### src/rtl/countdown_ctrl.sv
// -----------------------------------------------------------------------------
// countdown_ctrl
//   Sequencer for the 2-digit countdown display path. Holds the BCD count, runs
//   the count-step prescaler and decrements the count while running. The digit
//   outputs feed the 7-segment decoder/scanner; blank flashes the display while
//   the count sits at 00.
//
//   Buttons are already-debounced single-cycle pulses in the clk domain.
//   Same-cycle command priority is clear > load > start_stop. Whenever a higher
//   command is present the lower ones are dropped, even if the higher one is
//   itself ignored (load in RUN, load with a non-BCD digit).
//
// Parameters
//   TICK_DIV     clk cycles per count step (>= 2)
//   PRESET_TENS  tens digit loaded at reset / clear / acknowledge (BCD)
//   PRESET_ONES  ones digit loaded at reset / clear / acknowledge (BCD)
//
// Ports
//   clk          system clock
//   rst          asynchronous reset, active-high
//   start_stop   pulse: start / pause / resume / acknowledge done
//   load         pulse: load load_tens:load_ones as the new count
//   load_tens    BCD tens digit for load
//   load_ones    BCD ones digit for load
//   clear        pulse: return to preset, IDLE
//   bcd_tens     current count, tens digit (registered)
//   bcd_ones     current count, ones digit (registered)
//   running      1 in RUN
//   paused       1 in PAUSE
//   done         1 in DONE
//   blank        1 = display off (blink phase, DONE only)
//   tick         1-cycle pulse on every decrement, including the one that
//                reaches 00 (so it coincides with the first cycle of done)
// -----------------------------------------------------------------------------
module countdown_ctrl #(
  parameter int unsigned TICK_DIV    = 1_000_000,
  parameter logic [3:0]  PRESET_TENS = 4'd6,
  parameter logic [3:0]  PRESET_ONES = 4'd0
) (
  input  logic       clk,
  input  logic       rst,
  input  logic       start_stop,
  input  logic       load,
  input  logic [3:0] load_tens,
  input  logic [3:0] load_ones,
  input  logic       clear,
  output logic [3:0] bcd_tens,
  output logic [3:0] bcd_ones,
  output logic       running,
  output logic       paused,
  output logic       done,
  output logic       blank,
  output logic       tick
);

  localparam int unsigned    PW   = $clog2(TICK_DIV);
  localparam logic [PW-1:0]  TERM = PW'(TICK_DIV - 1);

  // One-hot encoding so the status outputs are plain register bits.
  localparam logic [3:0] ST_IDLE  = 4'b0001;
  localparam logic [3:0] ST_RUN   = 4'b0010;
  localparam logic [3:0] ST_PAUSE = 4'b0100;
  localparam logic [3:0] ST_DONE  = 4'b1000;

  // BCD decrement of a two-digit count; 00 stays 00 (no wrap to 99).
  function automatic logic [7:0] bcd_dec(input logic [3:0] t, input logic [3:0] o);
    logic [7:0] r;
    if (o != 4'd0)      r = {t, o - 4'd1};
    else if (t != 4'd0) r = {t - 4'd1, 4'd9};
    else                r = 8'h00;
    return r;
  endfunction

  function automatic logic bcd_ok(input logic [3:0] t, input logic [3:0] o);
    return (t <= 4'd9) && (o <= 4'd9);
  endfunction

  logic [3:0]    state, state_nxt;
  logic [3:0]    tens_nxt, ones_nxt;
  logic [PW-1:0] presc, presc_nxt;
  logic          blank_nxt, tick_nxt;

  logic          presc_term;
  logic          count_zero;
  logic          load_ok;
  logic          cmd_ss;
  logic [7:0]    dec_val;

  assign presc_term = (presc == TERM);
  assign count_zero = ({bcd_tens, bcd_ones} == 8'h00);
  assign dec_val    = bcd_dec(bcd_tens, bcd_ones);

  // A present load masks start_stop whether or not the load is accepted.
  assign load_ok = load && !clear && (state != ST_RUN) && bcd_ok(load_tens, load_ones);
  assign cmd_ss  = start_stop && !load && !clear;

  always_comb begin
    state_nxt = state;
    tens_nxt  = bcd_tens;
    ones_nxt  = bcd_ones;
    presc_nxt = presc;
    blank_nxt = blank;
    tick_nxt  = 1'b0;

    if (clear) begin
      state_nxt = ST_IDLE;
      tens_nxt  = PRESET_TENS;
      ones_nxt  = PRESET_ONES;
      presc_nxt = '0;
      blank_nxt = 1'b0;
    end else if (load_ok) begin
      state_nxt = ST_IDLE;
      tens_nxt  = load_tens;
      ones_nxt  = load_ones;
      presc_nxt = '0;
      blank_nxt = 1'b0;
    end else if (cmd_ss) begin
      // A start_stop edge never advances the prescaler: a pause taken on the
      // terminal cycle therefore resumes with the step still pending.
      unique case (state)
        ST_IDLE: begin
          if (!count_zero) begin
            state_nxt = ST_RUN;
            presc_nxt = '0;
          end
        end
        ST_RUN:   state_nxt = ST_PAUSE;
        ST_PAUSE: state_nxt = ST_RUN;
        ST_DONE: begin
          state_nxt = ST_IDLE;
          tens_nxt  = PRESET_TENS;
          ones_nxt  = PRESET_ONES;
          presc_nxt = '0;
          blank_nxt = 1'b0;
        end
        default: state_nxt = ST_IDLE;
      endcase
    end else begin
      // No effective command (this includes an ignored load).
      unique case (state)
        ST_IDLE: presc_nxt = '0;
        ST_RUN: begin
          if (presc_term) begin
            presc_nxt = '0;
            if (!count_zero) begin
              tens_nxt = dec_val[7:4];
              ones_nxt = dec_val[3:0];
              tick_nxt = 1'b1;
            end
            if (dec_val == 8'h00) state_nxt = ST_DONE;
          end else begin
            presc_nxt = presc + 1'b1;
          end
        end
        ST_PAUSE: presc_nxt = presc;
        ST_DONE: begin
          if (presc_term) begin
            presc_nxt = '0;
            blank_nxt = !blank;
          end else begin
            presc_nxt = presc + 1'b1;
          end
        end
        default: state_nxt = ST_IDLE;
      endcase
    end
  end

  // State / count register boundary
  always_ff @(posedge clk or posedge rst) begin
    if (rst) begin
      state    <= ST_IDLE;
      bcd_tens <= PRESET_TENS;
      bcd_ones <= PRESET_ONES;
      presc    <= '0;
      blank    <= 1'b0;
      tick     <= 1'b0;
    end else begin
      state    <= state_nxt;
      bcd_tens <= tens_nxt;
      bcd_ones <= ones_nxt;
      presc    <= presc_nxt;
      blank    <= blank_nxt;
      tick     <= tick_nxt;
    end
  end

  assign running = state[1];
  assign paused  = state[2];
  assign done    = state[3];

endmodule

### config.mk
export PLATFORM = sky130hd
export DESIGN_NAME = countdown_ctrl
export DESIGN_NICKNAME = d
export VERILOG_FILES = /design/src/rtl/countdown_ctrl.sv
export SDC_FILE = /design/constraint.sdc
export NUM_CORES = 1
export LEC_CHECK = 0
export BUFFER_PORTS_ARGS = -buffer_cell sky130_fd_sc_hd__buf_2
export CORE_UTILIZATION = 55
export CTS_CLUSTER_DIAMETER = 120
export CTS_CLUSTER_SIZE = 16
export DETAILED_ROUTE_END_ITERATION = 12
export PLACE_DENSITY = 0.81
export SYNTH_ARGS = -nofsm -noshare
export SYNTH_HDL_FRONTEND = slang
export SYNTH_SLANG_ARGS = --single-unit
### constraint.sdc
create_clock -name clk -period 3.7 [get_ports clk]
set_input_delay 0.185 -clock clk [delete_from_list [all_inputs] [get_ports clk]]
set_output_delay 0.185 -clock clk [all_outputs]
set_load 0.05 [all_outputs]
Word level (Yosys, flattened, before mapping)
Cells that the tools add are included.
- word-level logic and storage cells: 90
- register bits: 34
- eq/ne operators: 13
- reduce and logical (&&, ||, !) cells: 23
- multiplexer cells: 43
- order comparisons: 2
- add/subtract/negate cells: 3
- operators with widths (operator ; count):
    $mux W20 ; 5
    $mux W4 ; 20
    $pmux W20 S2 ; 2
    $add A20 B1 Y20 const B ; 1
    $eq A20 B20 Y1 const B ; 1
    $logic_not A8 Y1 ; 2
    $mux W8 ; 2
    $reduce_bool A4 Y1 ; 4
    $ne A5 B5 Y1 const B ; 3
    $mux W1 ; 12
    $pmux W4 S3 ; 1
    $le A4 B4 Y1 const B ; 2
    $ne A4 B2 Y1 const B ; 2
    $pmux W4 S2 ; 1
    $reduce_and A4 Y1 ; 2
    $sub A4 B1 Y4 const B ; 2
    $logic_and A1 B1 Y1 ; 6
    $ne A5 B3 Y1 const B ; 1
    $reduce_bool A5 Y1 ; 1
    $eq A4 B1 Y1 const B ; 1
    $eq A4 B2 Y1 const B ; 1
    $eq A4 B3 Y1 const B ; 1
    $eq A4 B4 Y1 const B ; 1
    $ne A4 B1 Y1 const B ; 1
    7 further kinds ; 9

Longest topological paths before layout
Gate-level depths: netlist of run 1.
- depth after elaboration: 10
- depth in mapped cells: 8
- gate-level depth less buffers: 7

Worst setup path after synthesis of run 1
OpenSTA, ideal clock, no wires.
- path kind: reg-to-reg
- start point: register bcd_ones[0]
- end point: register presc[12]
- slack: 1.304 ns
- setup time: 0.126 ns
- cell stages (with the launch flop): 9
- data arrival time: 2.270 ns
- cell sequence: dfrtp_1 inv_1 ha_1 nor3b_2 nand2_1 nor2_1 or2_2 clkbuf_1 a221o_1
- word-level cells in the longest chain between the ends: 3
- ends and longest elaborated chain (what ; RTL line ; RTL):
    start, declared ; 48 ; output logic [3:0] bcd_ones,
    start signal, assigned ; 181 ; bcd_ones <= ones_nxt;
    $logic_not A8 Y1 ; 90 ; assign count_zero = ({bcd_tens, bcd_ones} == 8'h00);
    $ne A5 B5 Y1 (no source line) ; n/a ;
    $reduce_and A3 Y1 (no source line) ; n/a ;
    end signal, assigned ; 182 ; presc <= presc_nxt;
    end, declared ; 80 ; logic [PW-1:0] presc, presc_nxt;
Every way passes these cells.
A chain may end at the register's enable or synchronous reset.

Final worst setup path of run 1
- start point: register state[1]
- end point: register presc[2]
- word-level cells in the longest chain between the ends: 6
- elaborated cells between the ends (all ways): 16
- ends and longest elaborated chain (what ; RTL line ; RTL):
    start, declared ; 78 ; logic [3:0] state, state_nxt;
    start signal, assigned ; 179 ; state <= state_nxt;
    $eq A4 B4 Y1 / $eq A4 B2 Y1 (equally long branches) ; 120, 140 ;
    $reduce_or A2 Y1 (no source line) ; n/a ;
    $pmux W20 S2 ; 140 ; unique case (state)
    $mux W20 ; 117 ; end else if (cmd_ss) begin
    $mux W20 ; 111 ; end else if (load_ok) begin
    $mux W20 ; 105 ; if (clear) begin
Several ways; a longest one is shown, not always the timed one.

==> results of run 1 <==
==> synth_stat cells, types with 5 or more instances <==
| master | count | area, sq um |
|---|---|---|
| nor2_1 | 22 | 82.6 |
| inv_1 | 11 | 41.3 |
| a21oi_1 | 11 | 55.1 |
| o21ai_1 | 6 | 30.0 |
| o21ai_0 | 7 | 35.0 |
| and3_1 | 9 | 56.3 |
| o211ai_1 | 5 | 37.5 |
| a22o_1 | 10 | 87.6 |
| nor3_1 | 7 | 35.0 |
| mux2_4 | 6 | 90.1 |
| nor4_1 | 6 | 37.5 |
| nand2_1 | 18 | 67.6 |
| xor2_1 | 5 | 43.8 |
| and4_1 | 5 | 43.8 |
| nand4_1 | 9 | 56.3 |
| nor2b_1 | 5 | 31.3 |
| nand3_1 | 18 | 90.1 |
| clkbuf_1 | 6 | 22.5 |
| dfrtp_1 | 31 | 776 |
==> layout make-up <==
| cell class | instances | area, sq um | share of cell area, % |
|---|---|---|---|
| Tap cell | 52 | 65.1 | 2.39 |
| Multi-Input combinational cell | 215 | 1510 | 55.3 |
| Clock inverter | 1 | 5.00 | 0.184 |
| Inverter | 11 | 41.3 | 1.51 |
| Clock buffer | 7 | 86.3 | 3.17 |
| Timing Repair Buffer | 30 | 165 | 6.06 |
| Sequential cell | 34 | 855 | 31.3 |
==> what timing repair did <==
action,in CTS,in global routing
setup endpoints to repair,0,0
hold buffers,1,0
hold endpoints to repair,5,0
==> logic make-up (layout without fill, tap and decap cells) <==
kind of cell / Yosys count / in the layout
multiplexers: 9 / 9
adder cells (fa/ha/maj): 3 / 3
AO/OA/AOI/OAI: 70 / 70
XOR/XNOR: 9 / 9
flip-flops: 34 / 34
AND/OR/NAND/NOR: 124 / 124
buffers and inverters: 25 / 49
==> registers in the layout, summed over array words and instances, names as in the netlist <==
register  flops
tick          1
blank         1
bcd_ones      4
state         4
bcd_tens      4
presc        20
==> layer usage <==
| layer | vias up | wire [microns] | GRT usage (%) |
|---|---|---|---|
| li1 | 1105 | - | - |
| met1 | 1072 | 2910 | 38.4 |
| met2 | 52 | 2550 | 36.7 |
| met3 | 7 | 227 | 4.65 |
| met4 | 0 | 70 | 8.39 |
| met5 | - | 0 | 0 |
==> layout by cell type, fill, tap and decap left out, types with 7 or more instances in the layout <==
| cell | n |
|---|---|
| dfrtp_1 | 31 |
| buf_2 | 25 |
| nor2_1 | 22 |
| nand2_1 | 18 |
| nand3_1 | 18 |
| inv_1 | 11 |
| a21oi_1 | 11 |
| a22o_1 | 10 |
| and3_1 | 9 |
| nand4_1 | 9 |
| o21ai_0 | 7 |
| nor3_1 | 7 |
==> critical path: stages (launching register included) <==
cell      delay (ns)
dfrtp_1         0.59
or4b_4          0.55
and4_4          0.21
nor3_2          0.41
buf_4           0.25
nand2_1         0.15
o311ai_1        0.30
==> power breakdown <==
part | leakage (nW) | internal (mW) | switching, mW
Sequential | 0.460 | 0.402 | 0.0555
Combinational | 0.661 | 0.146 | 0.229
Clock | 0.0482 | 0.150 | 0.129
Total | 1.17 | 0.699 | 0.413
==> path summary, 6_finish.rpt <==
path | slack, ns | endpoint | cells past startpoint
setup / recovery | 1.11 | presc[2] | 6
hold / removal | 0.19 | bcd_ones[0] | 3
setup reg to reg | 1.11 | presc[2] | 6
hold reg to reg | 0.52 | presc[0] | 1
max in group asynchronous | 2.66 | state[0] | 4
min in group asynchronous | 0.36 | bcd_ones[3] | 3
==> run summary, run 1 <==
Vias in the first global route: 2032
Hold WS: 0.191 ns
Initial antenna violation count: 0
Chip width: 69.3 microns
DRT Wirelength: 5.76 mm
Gate count of the mapped netlist: 274
Status: completed
DR DRC count: 0
Synth Area in Simple Gates: 30.4%
Placed wire-length estimate: 4.14 mm
Critical Path Start: state[1]
Post-synth top flop: dfrtp_1
Area after DPL: 2630 sq um
CTS sink cnt: 34
Clk_lat worst skew: 0.28 ns
Rows: 24
Clock slew at reported path FFs: 0.06 ns
Worst hold start: load_ones[0]
Final setup margin: 1.11 ns
Post-synthesis compound-gate area fraction: 20.6%
First-pass GRT wire length: 9.89 mm
Nets: 313
Worst Setup Start Kind: register
Final hold violation count: 0
First-pass DRT Iterations: 5
Drt initial violations: 218
Final Util: 62.6%
Setup TNS: 0 ns
Fillers: 377
Die Y: 69.3 microns
Worst r2r src: state[1]
Syn Area/Cell: 9.10 sq um
TritonCTS clock tree: done
Setup Slack @ Placement: 1.17 ns
Share of layout cells above drive strength 1: 20.8%
Vias: 2236
Post-route ant nets: 0
Post-synth EDFFs: 0
Total GRT Usage: 25.5%
Port bufs: 25
Max-slew headroom: 49.0%
Vias per cell: 6.39
Post-layout instance area: 2730 sq um
CTS max path bufs: 2
Post-Syn Area: 2490 sq um
Synth warn: 0
Fin crit period: 2.59 ns
Area Growth Syn to Fin: 9.39%
Worst-margin pin slew: 0.763 ns
Leak: 1.17 nW
Largest net degree at the start of global routing: 29
Yosys cell types: 64
Drt wl/cell: 16.4 microns
# Post-CTS Setup Buffers: 0
Max-slew violations: 0
Initial core utilization: 57.2%
Worst EP arrival: 2.76 ns
Root Buffer: clkbuf_8
RSZ-0062 raised after global routing: false
Cells after DPL: 341
Post-cts gate resize count: 0
Final Setup Violations: 0
Worst EP required: 3.87 ns
Final std cells w/o fill: 350
Crit Path Category: reg -> reg
Xor and xnor area share after synthesis: 3.16%
Die area: 4800 sq um
Core Region: 4350 sq um
Mapped Nets: 290
Mux cell area share after synthesis: 4.87%
Maximum clock rate: 0.387 GHz
CTS Buf Count: 5
Placer Congestion: 0.897
Max FO, Critical Path: 13
Fin crit share: 69.9%
CP endpoint kind: register
Sequential area share after synthesis: 34.3%
Hold Path Class: in -> reg
H-Tree Level Count: 2
Largest family of logic cells by synthesized area: simple AND/OR/NAND/NOR gates
Adder-Cell Fraction of Synth Area: 1.51%
Power Density: 408 nW/um^2
Synth async-reset ratio: 100%
Flops & latches, synth: 34
Clock Skew: 0.00674 ns
Ant diodes: 0
Boundary Pins: 26
Max Cap Viol: 0
Worst ir drop on vdd: 0.000226 V
Total global routing overflow: 0
Pwr Total: 1.11 mW
No activity file was read; power rests on OpenSTA's default activity.
==> run 2, diff against run 1 <==
Settings changed: ABC_AREA set to 1.
Clock period 3.7 ns to 2.4 ns, I/O delays scaled along.
==> run 2 against run 1 <==
  * Synthesized area grew 7.0%
  * Via count grew 21%
  * Final cell count grew 32%
  * Sequential share of layout area shrank 2.4 points
  * Global-route usage grew 3.3 points
  * Combinational power grew 110%
  * Clock-buffer cell count shrank 1
  * Worst setup slack lost 0.76 ns
==> run summary, run 2 <==
Max-slew headroom: 58.0% (+9.0 points)
Most frequent cells in the layout: nand2_1, inv_1, nand3_1
Max FO, Critical Path: 7 (-6)
Synth async-reset ratio: 100% (unchanged)
Largest family of logic cells by synthesized area: simple AND/OR/NAND/NOR gates
Share of layout cells above drive strength 1: 21.3% (+0.47 points)
Vias: 2699 (+21%)
Synth warn: 0 (unchanged)
Drt wl/cell: 14.9 microns (-9.5%)
Yosys cell types: 37 (-42%)
Power Density: 672 nW/um^2 (+65%)
CTS Buf Count: 5 (unchanged)
Final hold violation count: 0 (unchanged)
Placer Congestion: 0.949 (+5.8%)
Maximum clock rate: 0.488 GHz (+26%)
Area after DPL: 2830 sq um (+7.8%)
Die Y: 71.6 microns (+3.4%)
Crit Path Category: reg -> reg
RSZ-0062 raised after global routing: false
Worst Setup Start Kind: register
Post-Syn Area: 2670 sq um (+7.0%)
Sequential area share after synthesis: 32.0% (-2.3 points)
DRT Wirelength: 6.86 mm (+19%)
Vias per cell: 5.85 (-8.4%)
DR DRC count: 0 (unchanged)
Synth Area in Simple Gates: 41.9% (+12 points)
Post-route ant nets: 0 (unchanged)
Area Growth Syn to Fin: 10.6%
Worst r2r src: presc[0]
Fillers: 408 (+8.2%)
Chip width: 71.6 microns (+3.4%)
Post-synth top flop: dfrtp_1
Placed wire-length estimate: 5.13 mm (+24%)
Total GRT Usage: 28.7% (+3.3 points)
Pwr Total: 1.98 mW (+78%)
Post-layout instance area: 2950 sq um (+8.2%)
Largest area contributor in the netlist: dfrtp_1
Post-synth EDFFs: 0 (unchanged)
Mux cell area share after synthesis: 0% (-4.9 points)
Worst-margin pin slew: 0.629 ns (-0.134 ns)
Post-cts gate resize count: 0 (unchanged)
Port bufs: 25 (unchanged)
Rows: 24 (unchanged)
Leak: 1.36 nW (+17%)
Nets: 424 (+35%)
Count leader, synth: nand2_1
CTS sink cnt: 34 (unchanged)
Status: completed
R2r setup slk: 0.35 ns (-0.76 ns)
Total global routing overflow: 0 (unchanged)
TritonCTS clock tree: done
Hold Path Class: in -> reg
Hold WS: 0.123 ns (-0.0681 ns)
Clock slew at reported path FFs: 0.07 ns (about the same)
Drt initial violations: 213 (-2.3%)
Xor and xnor area share after synthesis: 2.30% (-0.86 points)
Setup TNS: 0 ns (unchanged)
Clk_lat worst skew: 0.29 ns (about the same)
Worst hold path stage count: 3 (unchanged)
Initial core utilization: 59.2% (+2.0 points)
Largest net degree at the start of global routing: 20 (-31%)
Ant diodes: 0 (unchanged)
Adder-Cell Fraction of Synth Area: 1.41% (-0.099 points)
Worst ir drop on vdd: 0.000373 V (+65%)
Cells after DPL: 452 (+33%)
Mapped Nets: 395 (+36%)
Worst EP required: 2.60 ns (-1.27 ns)
Syn Area/Cell: 7.04 sq um (-23%)
Final std cells w/o fill: 461 (+32%)
Clock Skew: 0.00816 ns (+0.00142 ns)
Post-synthesis compound-gate area fraction: 11.8% (-8.8 points)
Post-synth top area share: 29.1% (-2.0 points)
First-pass GRT wire length: 11.6 mm (+17%)
Final Setup Violations: 0 (unchanged)
Max Cap Viol: 0 (unchanged)
Max-slew violations: 0 (unchanged)
CTS max path bufs: 2 (unchanged)
Core Region: 4500 sq um (+3.4%)
Gate count of the mapped netlist: 379 (+38%)
H-Tree Level Count: 2 (unchanged)
Vias in the first global route: 2626 (+29%)
Commonest cells post-synth: nand2_1, inv_1, nand3_1
Commonest non-fill, non-tap cell in the layout: nand2_1
Fin crit period: 2.05 ns (-0.536 ns)
R2r worst-path depth: 11 (+5)
Boundary Pins: 26 (unchanged)
Critical Path Start: presc[0]
Die area: 5130 sq um (+6.8%)
Max reg flops: 20 (unchanged)
Initial antenna violation count: 0 (unchanged)
First-pass DRT Iterations: 5 (unchanged)
Flops & latches, synth: 34 (unchanged)
Register bank with the most flops: presc
CP endpoint kind: register
Worst hold start: load_ones[0]
Worst EP arrival: 2.25 ns (-0.51 ns)
Root Buffer: clkbuf_8
Fin crit share: 85.5% (+16 points)
Top cells by area, synth: dfrtp_1, nand2_1, nand3_1
run 2: changes by cell type after synthesis, sizes merged, moves of 7 or more:
cell and delta:
nand2 +75, inv +45, nand3 +24, nor2 +21, nor3 +19, a22o -10, o21ai +10, and3 -9
nand4 +9, a21oi -7, mux2 -7, nor4 -7
run 2: path summary, 6_finish.rpt:
path,to
min reg2reg,state[0]
max reg2reg,bcd_ones[2]
min,bcd_ones[0]
min in group asynchronous,state[1]
max in group asynchronous,bcd_tens[1]
max,bcd_ones[2]
run 2: stage by stage:
| step | util, % | setup WS (ns) |
|---|---|---|
| 2_1_floorplan | - | 0.373 |
| 3_3_place_gp | 62.8 | 0.421 |
| 3_5_place_dp | 62.8 | 0.383 |
| 4_1_cts | 65.5 | 0.377 |
| 5_1_grt | 65.5 | 0.0910 |
| 6_report | 65.5 | 0.349 |
run 2: report_power, final:
group / total, mW / internal (mW) / switching [mW] / leakage, nW
logic: 0.772 / 0.223 / 0.549 / 0.854
registers: 0.677 / 0.631 / 0.0460 / 0.458
clock network: 0.534 / 0.310 / 0.224 / 0.0514
total: 1.98 / 1.16 / 0.819 / 1.36
run 2: kinds of logic (layout without fill, tap and decap cells):
| logic type | after synthesis | in the layout |
|---|---|---|
| buf+inv | 65 | 95 |
| flops | 34 | 34 |
| simple gates | 227 | 227 |
| fa+ha+maj | 3 | 3 |
| xor+xnor | 7 | 7 |
| compound gates | 43 | 43 |
run 2: area by class of cell:
cell class	instances	area, sq um	share of cell area [%]
Clock buffer	6	72.6	2.46
Clock inverter	2	37.5	1.27
Inverter	56	215	7.29
Multi-Input combinational cell	280	1530	52.0
Sequential cell	34	855	29.0
Tap cell	52	65.1	2.21
Timing Repair Buffer	31	173	5.85
run 2: repair_timing:
item	4_1_cts	5_1_grt
hold buffers	1	0
endpoints found under the hold margin	15	0
setup endpoints to repair	0	0
buffers inserted	0	0
run 2: layer usage:
layer | part of all wire [%] | routed length, microns | up-vias | track usage (%)
met1 | 45 | 3080 | 1263 | 35.2
met4 | 2.7 | 182 | 0 | 12.2
met5 | 0 | 0 | - | 0
met3 | 4.8 | 329 | 21 | 5.63
li1 | - | - | 1316 | -
met2 | 48 | 3260 | 99 | 49.4
run 2: critical path, cell delays in order, from the launching register on:
cell and delay, ns:
dfrtp_1 0.47, ha_1 0.32, nand3_2 0.17, nor2_1 0.14
nand3_1 0.16, nor2_1 0.12, nand2_1 0.09, nand2_2 0.09
nand2_4 0.09, nor2_4 0.14, nand2_1 0.07, o21ai_1 0.11
==> run 3, diff against run 2 <==
Settings changed: CTS_CLUSTER_DIAMETER 120 to unset.
Clock period 2.4 ns to 2.2 ns, I/O delays scaled along.
==> run 3 against run 2 <==
  * Design area rose by 0.17%
  * Worst setup slack lost 0.14 ns
  * Utilization up 0.11 points
  * Sequential power increased by 9.7%
  * Final cell count grew 0.43%
  * Register-to-register slack got worse by 0.14 ns
  * Via count down 1.0%
  * Power rose by 5.6%
  * Non-clock buffer count up 2
  * Sequential cell count did not move
  * Hold slack improved by 0.010 ns
  * Highest routed layer unchanged
==> run summary, run 3 (synthesized netlist as in run 2, its figures left out) <==
Pwr Total: 2.09 mW (+5.6%)
Vias in the first global route: 2628 (+0.076%)
Setup TNS: 0 ns (unchanged)
Max Cap Viol: 0 (unchanged)
Clock Skew: 0.00758 ns (-0.000579 ns)
Critical Path Start: bcd_ones[0]
Max reg flops: 20 (unchanged)
Share of layout cells above drive strength 1: 21.9% (+0.63 points)
Worst Setup Start Kind: register
Final std cells w/o fill: 463 (+0.43%)
Rows: 24 (unchanged)
Worst EP required: 2.39 ns (-0.21 ns)
Hold Path Class: in -> reg
TritonCTS clock tree: done
# Post-CTS Setup Buffers: 0 (unchanged)
Area Growth Syn to Fin: 10.8%
Vias per cell: 5.77 (-1.4%)
Total GRT Usage: 29.4% (+0.62 points)
Cell-by-cell trace of the critical path: inv_1 -> ha_1 -> nand2_2 -> nor2_4 -> nand4_1 -> nand2_1 -> nand2_4 -> o21ai_0
CP endpoint kind: register
Worst r2r src: bcd_ones[0]
Hold EP: bcd_ones[0]
Setup Slack @ Placement: 0.117 ns (-0.266 ns)
DR DRC count: 0 (unchanged)
Core Region: 4500 sq um (unchanged)
Chip width: 71.6 microns (unchanged)
Clock slew at reported path FFs: 0.07 ns (about the same)
Worst-margin pin slew: 0.512 ns (-0.117 ns)
Port bufs: 25 (unchanged)
Initial core utilization: 59.2% (unchanged)
Ant diodes: 0 (unchanged)
Post-route ant nets: 0 (unchanged)
CP max stage cell: dfrtp_1
Register bank with the most flops: presc
Fillers: 391 (-4.2%)
Final Setup Violations: 0 (unchanged)
Placed wire-length estimate: 5.10 mm (-0.59%)
Crit Path Category: reg -> reg
Max-slew headroom: 65.8% (+7.8 points)
Nets: 426 (+0.47%)
Status: completed
Maximum clock rate: 0.502 GHz (+2.9%)
Cells after DPL: 454 (+0.44%)
Most frequent cells in the layout: nand2_1, inv_1, nand3_1
Worst ir drop on vdd: 0.000502 V (+35%)
Worst hold path stage count: 3 (unchanged)
R2r setup slk: 0.21 ns (-0.14 ns)
Largest net degree at the start of global routing: 35 (+75%)
Final hold violation count: 0 (unchanged)
Fin crit share: 90.6% (+5.1 points)
RSZ-0062 raised after global routing: false
Vias: 2672 (-1.0%)
CTS max path bufs: 2 (unchanged)
Leak: 1.37 nW (+0.20%)
Clk_lat worst skew: 0.29 ns (about the same)
Register area: 855 sq um (unchanged)
Power Density: 708 nW/um^2 (+5.4%)
Final setup margin: 0.208 ns (-0.142 ns)
Hold WS: 0.133 ns (+0.0101 ns)
Die area: 5130 sq um (unchanged)
Die Y: 71.6 microns (unchanged)
Root Buffer: clkbuf_8
Initial antenna violation count: 0 (unchanged)
Worst EP arrival: 2.18 ns (-0.07 ns)
H-Tree Level Count: 2 (unchanged)
DRT Wirelength: 6.87 mm (+0.16%)
Commonest non-fill, non-tap cell in the layout: nand2_1
First-pass DRT Iterations: 4 (-1)
Drt initial violations: 205 (-3.8%)
Crit Reg-Reg Endpoint: presc[18]
Multi-input logic area: 1540 sq um (+0.65%)
Max-slew violations: 0 (unchanged)
Placer Congestion: 0.936 (-1.4%)
Boundary Pins: 26 (unchanged)
Total global routing overflow: 0 (unchanged)
Crit-path max cell delay: 0.41 ns (-0.06 ns)
Fin crit period: 1.99 ns (-0.0584 ns)
Worst hold start: load_ones[0]
Max FO, Critical Path: 16 (+9)
Drt wl/cell: 14.8 microns (-0.27%)
CTS sink cnt: 34 (unchanged)
R2r worst-path depth: 8 (-3)
CTS Buf Count: 5 (unchanged)
First-pass GRT wire length: 11.8 mm (+2.0%)
-- run 3: through the flow --
stage	area [sq um]	utilization, %
after CTS	2950	65.4
after global routing	2960	65.6
after floorplan	2670	-
final	2960	65.6
after detailed placement	2850	63.2
after global placement	2850	63.2
-- run 3: how the worst max path moves through the flow --
| stage | to |
|---|---|
| 3_5_place_dp | presc[18] |
| 4_1_cts | presc[18] |
| 5_1_grt | state[3] |
| 2_1_floorplan | state[1] |
| 3_3_place_gp | presc[17] |
| 6_report | presc[18] |
-- run 3: power breakdown --
part	switching [mW]	internal, mW
clock network	0.229	0.255
registers	0.0537	0.689
logic	0.621	0.246
-- run 3: metal layers --
metal,up-vias,GRT usage (%),wire (microns)
li1,1312,-,-
met1,1235,37.6,2970
met2,101,48.3,3260
met3,24,4.92,430
met4,0,14.2,212
met5,-,0,0
-- run 3: critical path, delay by kind of cell, from the launching register on --
family / cells / cell delay (ns)
simple gates: 5 / 0.82
fa+ha+maj: 1 / 0.22
compound gates: 1 / 0.27
flops: 1 / 0.41
buf+inv: 1 / 0.17
-- run 3: area by class of cell --
cell class,count,area share [%]
multi-input cells,280,52.2
flip-flops and latches,34,28.9
inverters,56,7.28
repair buffers,33,6.35
clock buffers,8,3.05
well taps,52,2.20
-- run 3: what timing repair did --
item	4_1_cts	5_1_grt
endpoints found under the setup margin	0	12
gates resized for setup	0	5
endpoints found under the hold margin	31	0
hold buffers	1	0
